===== src/rtl/serial_subtractor_pkg.sv =====
// Shared types and sizing helpers for the bit-serial subtractor.
// The optional overflow output is enabled by SERIAL_SUBTRACTOR_OVF_EN.
package serial_subtractor_pkg;

    localparam logic [1:0] ENC_IDLE  = 2'd0;
    localparam logic [1:0] ENC_SHIFT = 2'd1;
    localparam logic [1:0] ENC_DONE  = 2'd2;

    typedef enum logic [1:0] {
        IDLE  = ENC_IDLE,
        SHIFT = ENC_SHIFT,
        DONE  = ENC_DONE
    } state_t;

    function automatic int cnt_width(input int width);
        return (width <= 2) ? 1 : $clog2(width);
    endfunction

endpackage


===== src/rtl/full_subtractor_bit.sv =====
// Single-bit full subtractor cell: d = a - b - bin, with borrow out.
module full_subtractor_bit (
    input  logic a,
    input  logic b,
    input  logic bin,
    output logic d,
    output logic bout
);

    assign d    = a ^ b ^ bin;
    assign bout = (~a & b) | (~(a ^ b) & bin);

endmodule


===== src/rtl/serial_subtractor.sv =====
// Bit-serial WIDTH-bit subtractor, LSB first, valid/ready on both sides.
// Define SERIAL_SUBTRACTOR_OVF_EN to add the signed overflow output o_overflow.
module serial_subtractor
    import serial_subtractor_pkg::*;
#(
    parameter int WIDTH = 8
) (
    input  logic             clk,
    input  logic             rst,
    input  logic             i_valid,
    output logic             o_ready,
    input  logic [WIDTH-1:0] i_minuend,
    input  logic [WIDTH-1:0] i_subtrahend,
    output logic             o_valid,
    input  logic             i_ready,
    output logic [WIDTH-1:0] o_diff,
    output logic             o_borrow
`ifdef SERIAL_SUBTRACTOR_OVF_EN
    ,
    output logic             o_overflow
`endif
);

    localparam int CW = cnt_width(WIDTH);
    localparam logic [CW-1:0] LAST = CW'(WIDTH - 1);

    state_t           state;
    logic [WIDTH-1:0] a_sr;
    logic [WIDTH-1:0] b_sr;
    logic [CW-1:0]    cnt;
    logic             brw;
    logic             d;
    logic             bout;
    logic [WIDTH-1:0] nxt_a;

`ifdef SERIAL_SUBTRACTOR_OVF_EN
    logic a_msb;
    logic b_msb;
`endif

    full_subtractor_bit u_fs (
        .a   (a_sr[0]),
        .b   (b_sr[0]),
        .bin (brw),
        .d   (d),
        .bout(bout)
    );

    assign o_ready = (state == IDLE);

    // A's register doubles as the result register: each consumed LSB
    // frees the MSB slot that receives the new difference bit.
    assign nxt_a = {d, a_sr[WIDTH-1:1]};

    always_ff @(posedge clk) begin
        if (rst) begin
            state    <= IDLE;
            a_sr     <= '0;
            b_sr     <= '0;
            cnt      <= '0;
            brw      <= 1'b0;
            o_valid  <= 1'b0;
            o_diff   <= '0;
            o_borrow <= 1'b0;
`ifdef SERIAL_SUBTRACTOR_OVF_EN
            a_msb      <= 1'b0;
            b_msb      <= 1'b0;
            o_overflow <= 1'b0;
`endif
        end else begin
            unique case (state)
                IDLE: begin
                    if (i_valid) begin
                        a_sr  <= i_minuend;
                        b_sr  <= i_subtrahend;
                        brw   <= 1'b0;
                        cnt   <= '0;
                        state <= SHIFT;
`ifdef SERIAL_SUBTRACTOR_OVF_EN
                        a_msb <= i_minuend[WIDTH-1];
                        b_msb <= i_subtrahend[WIDTH-1];
`endif
                    end
                end
                SHIFT: begin
                    a_sr <= nxt_a;
                    b_sr <= b_sr >> 1;
                    brw  <= bout;
                    cnt  <= cnt + 1'b1;
                    if (cnt == LAST) begin
                        state    <= DONE;
                        o_valid  <= 1'b1;
                        o_diff   <= nxt_a;
                        o_borrow <= bout;
`ifdef SERIAL_SUBTRACTOR_OVF_EN
                        o_overflow <= (a_msb ^ b_msb) & (a_msb ^ d);
`endif
                    end
                end
                DONE: begin
                    if (i_ready) begin
                        state   <= IDLE;
                        o_valid <= 1'b0;
                    end
                end
                default: state <= IDLE;
            endcase
        end
    end

endmodule


===== config.mk =====
export PLATFORM = sky130hd
export DESIGN_NAME = serial_subtractor
export DESIGN_NICKNAME = d
export VERILOG_FILES = /design/src/rtl/serial_subtractor_pkg.sv /design/src/rtl/full_subtractor_bit.sv /design/src/rtl/serial_subtractor.sv
export SDC_FILE = /design/constraint.sdc
export NUM_CORES = 1
export LEC_CHECK = 0
export ABC_AREA = 1
export CORE_MARGIN = 5
export CORE_UTILIZATION = 50
export CTS_BUF_LIST = sky130_fd_sc_hd__clkbuf_4 sky130_fd_sc_hd__clkbuf_8 sky130_fd_sc_hd__clkbuf_16
export DETAILED_ROUTE_END_ITERATION = 7
export PLACE_DENSITY = 0.76
export REMOVE_ABC_BUFFERS = 1
export SLEW_MARGIN = 20
export SYNTH_ARGS = -nofsm -noshare
export SYNTH_HDL_FRONTEND = slang
export SYNTH_SLANG_ARGS = --single-unit

===== constraint.sdc =====
create_clock -name clk -period 2.4 [get_ports clk]
set_clock_uncertainty 0.15 [all_clocks]
set_input_delay 0.6 -clock clk [delete_from_list [all_inputs] [get_ports clk]]
set_output_delay 0.6 -clock clk [all_outputs]
set_load 0.01 [all_outputs]

Yosys cells after proc, flatten, opt, wreduce, memory -nomap -nowiden. Index checks and enable logic that the tools add are counted.

Equality and inequality tests: 6. Mux-type cells: 15. Reductions and logical operators: 7. $add $sub $neg: 1. Bitwise logic cells: 7.

Operators with widths (number): case mux 8 bit (2 select lines) (2); 2-to-1 mux 8 bit (2); 2-to-1 mux 2 bit (3); inequality test 2 bit (second input constant) (3); case mux 2 bit (3 select lines) (1); case mux 3 bit (2 select lines) (1); AND reduction 3 bit (2); case mux 1 bit (2 select lines) (2); AND reduction 2 bit (2); nonzero test 2 bit (2); adder 3 x 1 -> 3 bit (second input constant) (1); equality test 3 bit (second input constant) (1); 2-to-1 mux 1 bit (3); 2-to-1 mux 3 bit (1); AND 1 bit (2); equality test 2 x 1 -> 1 bit (second input constant) (1); equality test 2 bit (second input constant) (1); zero test 2 bit (1); inverter 1 bit (2); XOR 1 bit (2); OR 1 bit (1).

Word-level logic and storage cells: 44. Input bits: 20. Register bits after elaboration: 32. Output and inout port bits: 11.

Depth between registers and ports, before layout. Gate-level depths: netlist (run 1).

Depth in word-level cells: 5. Depth in mapped cells: 7. Depth with buffers taken out: 6.

Cells and area by module. Synthesis (run 1) repeated with hierarchy kept, for this count alone.

Cell total of the unflattened synthesis: 250. Area total of the unflattened synthesis: 1585.3 um2.

Modules (own cells, without submodules): serial_subtractor (instances 1, cells each 246, sequential area each 640.6 um2, area an instance 1554.0 um2); full_subtractor_bit (instances 1, cells each 4, sequential area each 0.0 um2, area an instance 31.3 um2).

Worst setup path after synthesis (run 1). No wires, ideal clock.

Path kind: register to register. From: register cnt[0]. To: register state[0]. Required time: 2.178 ns. Setup slack: 0.929 ns. Buffers on the path: 1. Data arrival time: 1.249 ns. Period minus slack after synthesis: 1.471 ns. Library setup time: 0.072 ns. Cell stages (with the launch flop): 6. Path through: dfxtp_1 > ha_1 > ha_1 > clkbuf_1 > or2_2 > a21oi_1.

Cells in the longest elaborated chain, start to end: 3.

Ends and longest elaborated chain: from (decl) (line serial_subtractor.sv:30) `logic [CW-1:0] cnt;`; from (signal assigned) (line serial_subtractor.sv:89) `cnt <= cnt + 1'b1;`; equality test 3 bit (line serial_subtractor.sv:90) `if (cnt == LAST) begin`; inequality test 2 bit (no source line); AND reduction 3 bit (no source line); to (signal assigned) (line serial_subtractor.sv:91) `state <= DONE;`; to (signal assigned) (line serial_subtractor.sv:102) `state <= IDLE;`; to (signal assigned) (line serial_subtractor.sv:106) `default: state <= IDLE;`; to (decl) (line serial_subtractor.sv:27) `state_t state;`.

No other way between the ends. A chain may end at the register's enable or synchronous reset.

Final worst setup path (run 1).
From: register state[1]. To: output o_ready.

Cells in the longest elaborated chain, start to end: 1.

Ends and longest elaborated chain: from (signal assigned) (line serial_subtractor.sv:57) `state <= IDLE;`; from (signal assigned) (line serial_subtractor.sv:78) `state <= SHIFT;`; from (signal assigned) (line serial_subtractor.sv:91); zero test 2 bit (line serial_subtractor.sv:49) `assign o_ready = (state == IDLE);`; to (decl) (line serial_subtractor.sv:11) `output logic o_ready,`.

No other way between the ends.

==> flow_summary.json, run 1 <==
{
  "n_antenna_cell": 0,
  "cts_max_level": 2,
  "ios": 31,
  "overflow": 0,
  "slew_viol_final": 0,
  "ir_drop_mv": 0.361,
  "rsz0062_at_grt": "no",
  "clkLatencyLatePin_ns": 0.33,
  "power_density_mw_per_mm2": 551,
  "nNetsFinal": 282,
  "vias": 1394,
  "use_met3_pct": 5.44,
  "cts_setup_buffers": 0,
  "seq_area_frac_synth_pct": 40.3,
  "slew_headroom_pct": 68.5,
  "core_mm2": 0.00305,
  "period_needed_ns": 2.25,
  "cts_hold_buf": 0,
  "clk_pin_slew_ns": 0.09,
  "finalSetupTns_ns": 0,
  "vias_per_cell": 4.60,
  "port_buffers": 30,
  "critPathKind": "reg -> out",
  "cts_resized": 0,
  "tritoncts": "yes",
  "area_delta_synth_final_pct": 21.8,
  "slowest_delay_ns": 0.57,
  "multiInputGateArea_um2": 706,
  "p_leak_uw": 0.000868,
  "synthesis.area_mm2": 0.00159,
  "r2r_setup_slack_ns": 0.61,
  "max_freq_ghz": 0.445,
  "fp.dieH_um": 66.4,
  "ff_latch_area_um2": 641,
  "start_util_pct": 52.1,
  "grtUsageMet2_pct": 25.2,
  "die_area_mm2": 0.00441,
  "dr.pass1.iters": 4,
  "cp_num_buf_inv": 1,
  "slowest_stage": "clkdlybuf4s50_1",
  "hold_viol_final": 0,
  "dpl.hpwl_um": 2130,
  "antenna_found_initial": 0,
  "drtIter0Drc": 39,
  "setup_viol": 0,
  "synthDistinctLibCells": 21,
  "cts_sinks": 32,
  "cp_cell_sequence": "nor2_1 > clkdlybuf4s50_1",
  "maxCapViolations": 0,
  "grt_use_met1_pct": 20.6,
  "synth_top_cells_by_area": "dfxtp_1, nand2_1, inv_1, a21oi_1, buf_6",
  "worstPathRequired_ns": 1.65,
  "syn_inst": 230,
  "drc": 0,
  "path_delay_family": "buffers and inverters",
  "period_share_pct": 93.7,
  "fillCellCount": 305,
  "postRouteAntennaNets": 0,
  "drive_above_1_share_pct": 10.0,
  "grt_pass1_wl_um": 5510,
  "wl_um": 3140,
  "fin_util_pct": 63.4,
  "synth_top_area_cell": "dfxtp_1",
  "grt_busiest_layer": "met2",
  "status": "completed",
  "ctsRootBufferMaster": "clkbuf_4",
  "grt_max_degree": 36,
  "path_max_fanout": 5,
  "gp_congestion": 0.756,
  "hold_path.class": "reg -> reg",
  "first_global_vias": 1273,
  "wl_per_cell_um": 10.3,
  "cp-start-kind": "register",
  "clk_path_buf_depth": 2,
  "die_width_um": 66.4,
  "rows": 20,
  "grt_util_all_layers_pct": 16.4,
  "yosys.area.top_type_share_pct": 40.3,
  "end_kind": "output pin",
  "cts_buffers": 5,
  "ys_seq_elements": 32,
  "synth_warnings": 0,
  "crit_arrival_ns": 1.50,
  "synth_area_per_cell_um2": 6.91,
  "tightest_slew_ns": 0.472
}
[area by class of cell]
cell class / instances / area share (%)
timing repair buffer: 34 / 17.7
tap: 44 / 2.84
inverter: 38 / 7.36
clock buffer: 6 / 2.33
multi-input combinational: 148 / 36.4
sequential: 32 / 33.1
clock inverter: 1 / 0.258
[metrics by stage]
step                worst slack (ns)  area, um^2  total power (uW)  instances  hold WS, ns
floorplan                      0.740        1490               710        218        0.291
global route                  0.0706        1940              1140        303        0.345
detailed placement             0.483        1890               790        296        0.305
CTS                            0.129        1940              1080        303        0.320
global placement               0.497        1890               786        296        0.304
finish                         0.151        1940              1070        303        0.317
[worst register-to-register path: stages, from the launching register on]
cell and delay [ns]:
dfxtp_1 0.36, ha_1 0.16, ha_1 0.40, nand2_1 0.38
nand2_1 0.15, a21oi_1 0.07
[cell families (layout without fill, tap and decap cells)]
family	Yosys count	in the layout	share of synthesized area, %
buf+inv	50	79	15.3
fa+ha+maj	3	3	2.83
flops	32	32	40.3
compound gates	33	33	12.3
simple gates	112	112	29.3
[cell usage in the layout, fill, tap and decap left out]
master	count
nor2_4	1
clkdlybuf4s50_1	30
nand2_4	1
buf_4	3
buf_12	1
inv_1	36
nand2_2	4
inv_2	2
nand2_1	75
o21ai_4	1
ha_1	2
a21oi_1	26
clkinv_2	1
or2_2	1
dfxtp_1	32
a21oi_2	5
clkbuf_4	6
nand3b_1	1
nor2_1	18
nand3_1	11
fa_1	1
o21ai_0	1
[final timing paths]
check,from,to,depth (start not counted)
max,state[1]$_SDFFE_PP0P_,o_ready,2
min,o_borrow$_SDFFE_PP0P_,o_borrow$_SDFFE_PP0P_,2
max reg2reg,cnt[0]$_SDFFE_PP0P_,o_diff[3]$_SDFFE_PP0P_,5
min reg2reg,o_borrow$_SDFFE_PP0P_,o_borrow$_SDFFE_PP0P_,2
[state kept, by name, summed over array words and instances, names as in the netlist]
signal and cells:
o_valid 1, a_sr 8, o_borrow 1, cnt 3, state 2, o_diff 8, brw 1, b_sr 8
[power by group]
part	switching, uW	total, uW	internal [uW]
registers	13.0	575	562
logic	112	201	89.2
clock network	172	291	119
[synthesized netlist by cell type]
cell type  number
ha_1            2
inv_2           2
nand3_1        11
a21oi_2         5
buf_2           3
nor2_4          1
o21ai_4         1
o21ai_0         1
nand2_4         1
or2_2           1
buf_6           7
clkbuf_1        1
buf_1           1
nand2_2         4
a21oi_1        26
dfxtp_1        32
nand3b_1        1
fa_1            1
nand2_1        75
nor2_1         18
inv_1          36
[metal layers]
layer,vias up,wire (um)
li1,746,-
met1,612,1470
met2,27,1420
met3,9,185
met4,0,63
met5,-,0
(Power assumes the default switching activity.)
==> run 2: changes to the inputs <==
--- a/config.mk
+++ b/config.mk
@@ -7,10 +7,10 @@
 export LEC_CHECK = 0
 export ABC_AREA = 1
 export CORE_MARGIN = 5
-export CORE_UTILIZATION = 50
+export CORE_UTILIZATION = 55
 export CTS_BUF_LIST = sky130_fd_sc_hd__clkbuf_4 sky130_fd_sc_hd__clkbuf_8 sky130_fd_sc_hd__clkbuf_16
 export DETAILED_ROUTE_END_ITERATION = 7
-export PLACE_DENSITY = 0.76
+export PLACE_DENSITY = 0.82
 export REMOVE_ABC_BUFFERS = 1
 export SLEW_MARGIN = 20
 export SYNTH_ARGS = -nofsm -noshare
==> flow_summary.json, run 2 (synthesis results as in run 1) <==
{
  "status": "completed",
  "slew_viol_final": 0,
  "cts_max_level": 2,
  "postRouteAntennaNets": 0,
  "hold_viol_final": 0,
  "mostFrequentLayoutCells": "nand2_1, inv_1, dfxtp_1",
  "slew_headroom_pct": 69.1,
  "worstPathRequired_ns": 1.65,
  "p_int_uw": 817,
  "grt_pass1_wl_um": 5000,
  "tightest_slew_ns": 0.462,
  "overflow": 0,
  "dr.pass1.iters": 4,
  "finalSetupTns_ns": 0,
  "reg2regPathDepth": 6,
  "slowest_stage": "clkdlybuf4s50_1",
  "wl_per_cell_um": 9.96,
  "cts_buffers": 5,
  "wl_um": 2890,
  "core_mm2": 0.00276,
  "slowest_delay_ns": 0.57,
  "drive_above_1_share_pct": 10.0,
  "post-place-ws_ns": 0.486,
  "power_density_mw_per_mm2": 573,
  "p_leak_uw": 0.000871,
  "switching_share_pct": 26.1,
  "ctsRootBufferMaster": "clkbuf_4",
  "period_share_pct": 92.3,
  "combinationalPowerShare_pct": 18.0,
  "start_util_pct": 57.7,
  "period_needed_ns": 2.21,
  "path_delay_family": "buffers and inverters",
  "max_freq_ghz": 0.452,
  "vias_per_cell": 4.73,
  "drc": 0,
  "r2r-start": "state[0]$_SDFFE_PP0P_",
  "first_global_vias": 1165,
  "drtIter0Drc": 53,
  "cp_num_buf_inv": 1,
  "maxCapViolations": 0,
  "clk_path_buf_depth": 2,
  "rsz0062_at_grt": "no",
  "end_kind": "output pin",
  "final_area_mm2": 0.00193,
  "cts_resized": 0,
  "vias": 1372,
  "dpl.hpwl_um": 2070,
  "layout_commonest_cell": "nand2_1",
  "ir_drop_mv": 0.492,
  "setup_viol": 0,
  "ios": 31,
  "n_antenna_cell": 0,
  "r2r_setup_slack_ns": 0.67,
  "antenna_found_initial": 0,
  "clkPwrFrac_pct": 30.0,
  "reg_top3": "a_sr x8, b_sr x8, o_diff x8",
  "fp.dieH_um": 63.8,
  "worst_slack_ns": 0.185,
  "cts_sinks": 32,
  "tritoncts": "yes",
  "fillCellCount": 266,
  "cp_cell_sequence": "nor2_1 > clkdlybuf4s50_1",
  "cp-start-kind": "register",
  "hold_path.class": "reg -> reg",
  "cts_setup_buffers": 0,
  "r2r-end": "o_diff[0]$_SDFFE_PP0P_",
  "placed_cell_area_mm2": 0.00186,
  "nNetsFinal": 281,
  "hold_depth": 2,
  "switching_power_uw": 288,
  "hold-worst-slack_ns": 0.315,
  "clkLatencyLatePin_ns": 0.32,
  "clk_pin_slew_ns": 0.09,
  "min_to": "o_diff[1]$_SDFFE_PP0P_",
  "port_buffers": 30,
  "die_area_mm2": 0.00407,
  "gp_congestion": 0.751,
  "critPathKind": "reg -> out",
  "hold_path_startpoint": "o_diff[1]$_SDFFE_PP0P_",
  "cts_hold_buf": 0,
  "grt_max_degree": 36,
  "area_delta_synth_final_pct": 21.3,
  "rows": 19,
  "path_max_fanout": 5,
  "grt_util_all_layers_pct": 15.1,
  "seqPwrFrac_pct": 52.1,
  "crit_arrival_ns": 1.46,
  "die_width_um": 63.8
}
-- run 2: area by class of cell --
cell class	instances	area, um^2	area share [%]
Multi-Input combinational cell	148	706	36.6
Sequential cell	32	641	33.2
Tap cell	31	38.8	2.01
Clock buffer	8	66.3	3.44
Inverter	38	143	7.39
Timing Repair Buffer	33	335	17.4
-- run 2: worst register-to-register path, stage by stage, from the launching register on --
cell and delay, ns:
dfxtp_1 0.34, buf_4 0.26, inv_2 0.10, nor2_4 0.25, nand2_1 0.31, nand2_1 0.14, a21oi_1 0.07
-- run 2: how the worst max path moves through the flow --
| stage | startpoint | end | slack [ns] | cells past startpoint |
|---|---|---|---|---|
| 2_1_floorplan | state[0]$_SDFFE_PP0P_ | o_borrow$_SDFFE_PP0P_ | 0.74 | 5 |
| 3_3_place_gp | i_valid | b_sr[0]$_SDFFE_PP0P_ | 0.50 | 6 |
| 3_5_place_dp | rst | cnt[0]$_SDFFE_PP0P_ | 0.49 | 4 |
| 4_1_cts | state[1]$_SDFFE_PP0P_ | o_ready | 0.17 | 2 |
| 5_1_grt | state[1]$_SDFFE_PP0P_ | o_ready | 0.09 | 2 |
| 6_report | state[1]$_SDFFE_PP0P_ | o_ready | 0.19 | 2 |
-- run 2: layer usage --
metal  track usage [%]  vias up  share of wire [%]
met1              18.9      593                 46
met3              3.15        4                4.6
met5                 0        -                  0
met2              25.1       26                 48
met4              6.23        0                1.5
li1                  -      749                  -
-- run 2: metrics by stage --
step / power (uW) / cells / util (%)
floorplan: 710 / 218 / -
global placement: 782 / 282 / 67.6
detailed placement: 787 / 282 / 67.6
CTS: 1120 / 290 / 70.0
global route: 1180 / 290 / 70.0
finish: 1110 / 290 / 70.0
-- run 2: power by group through the flow --
stage / clock network, uW / registers (uW) / logic (uW)
6_report: 331 / 575 / 199
5_1_grt: 372 / 580 / 225
4_1_cts: 343 / 575 / 200
3_5_place_dp: 0 / 588 / 199
3_3_place_gp: 0 / 587 / 195
2_1_floorplan: 0 / 591 / 119
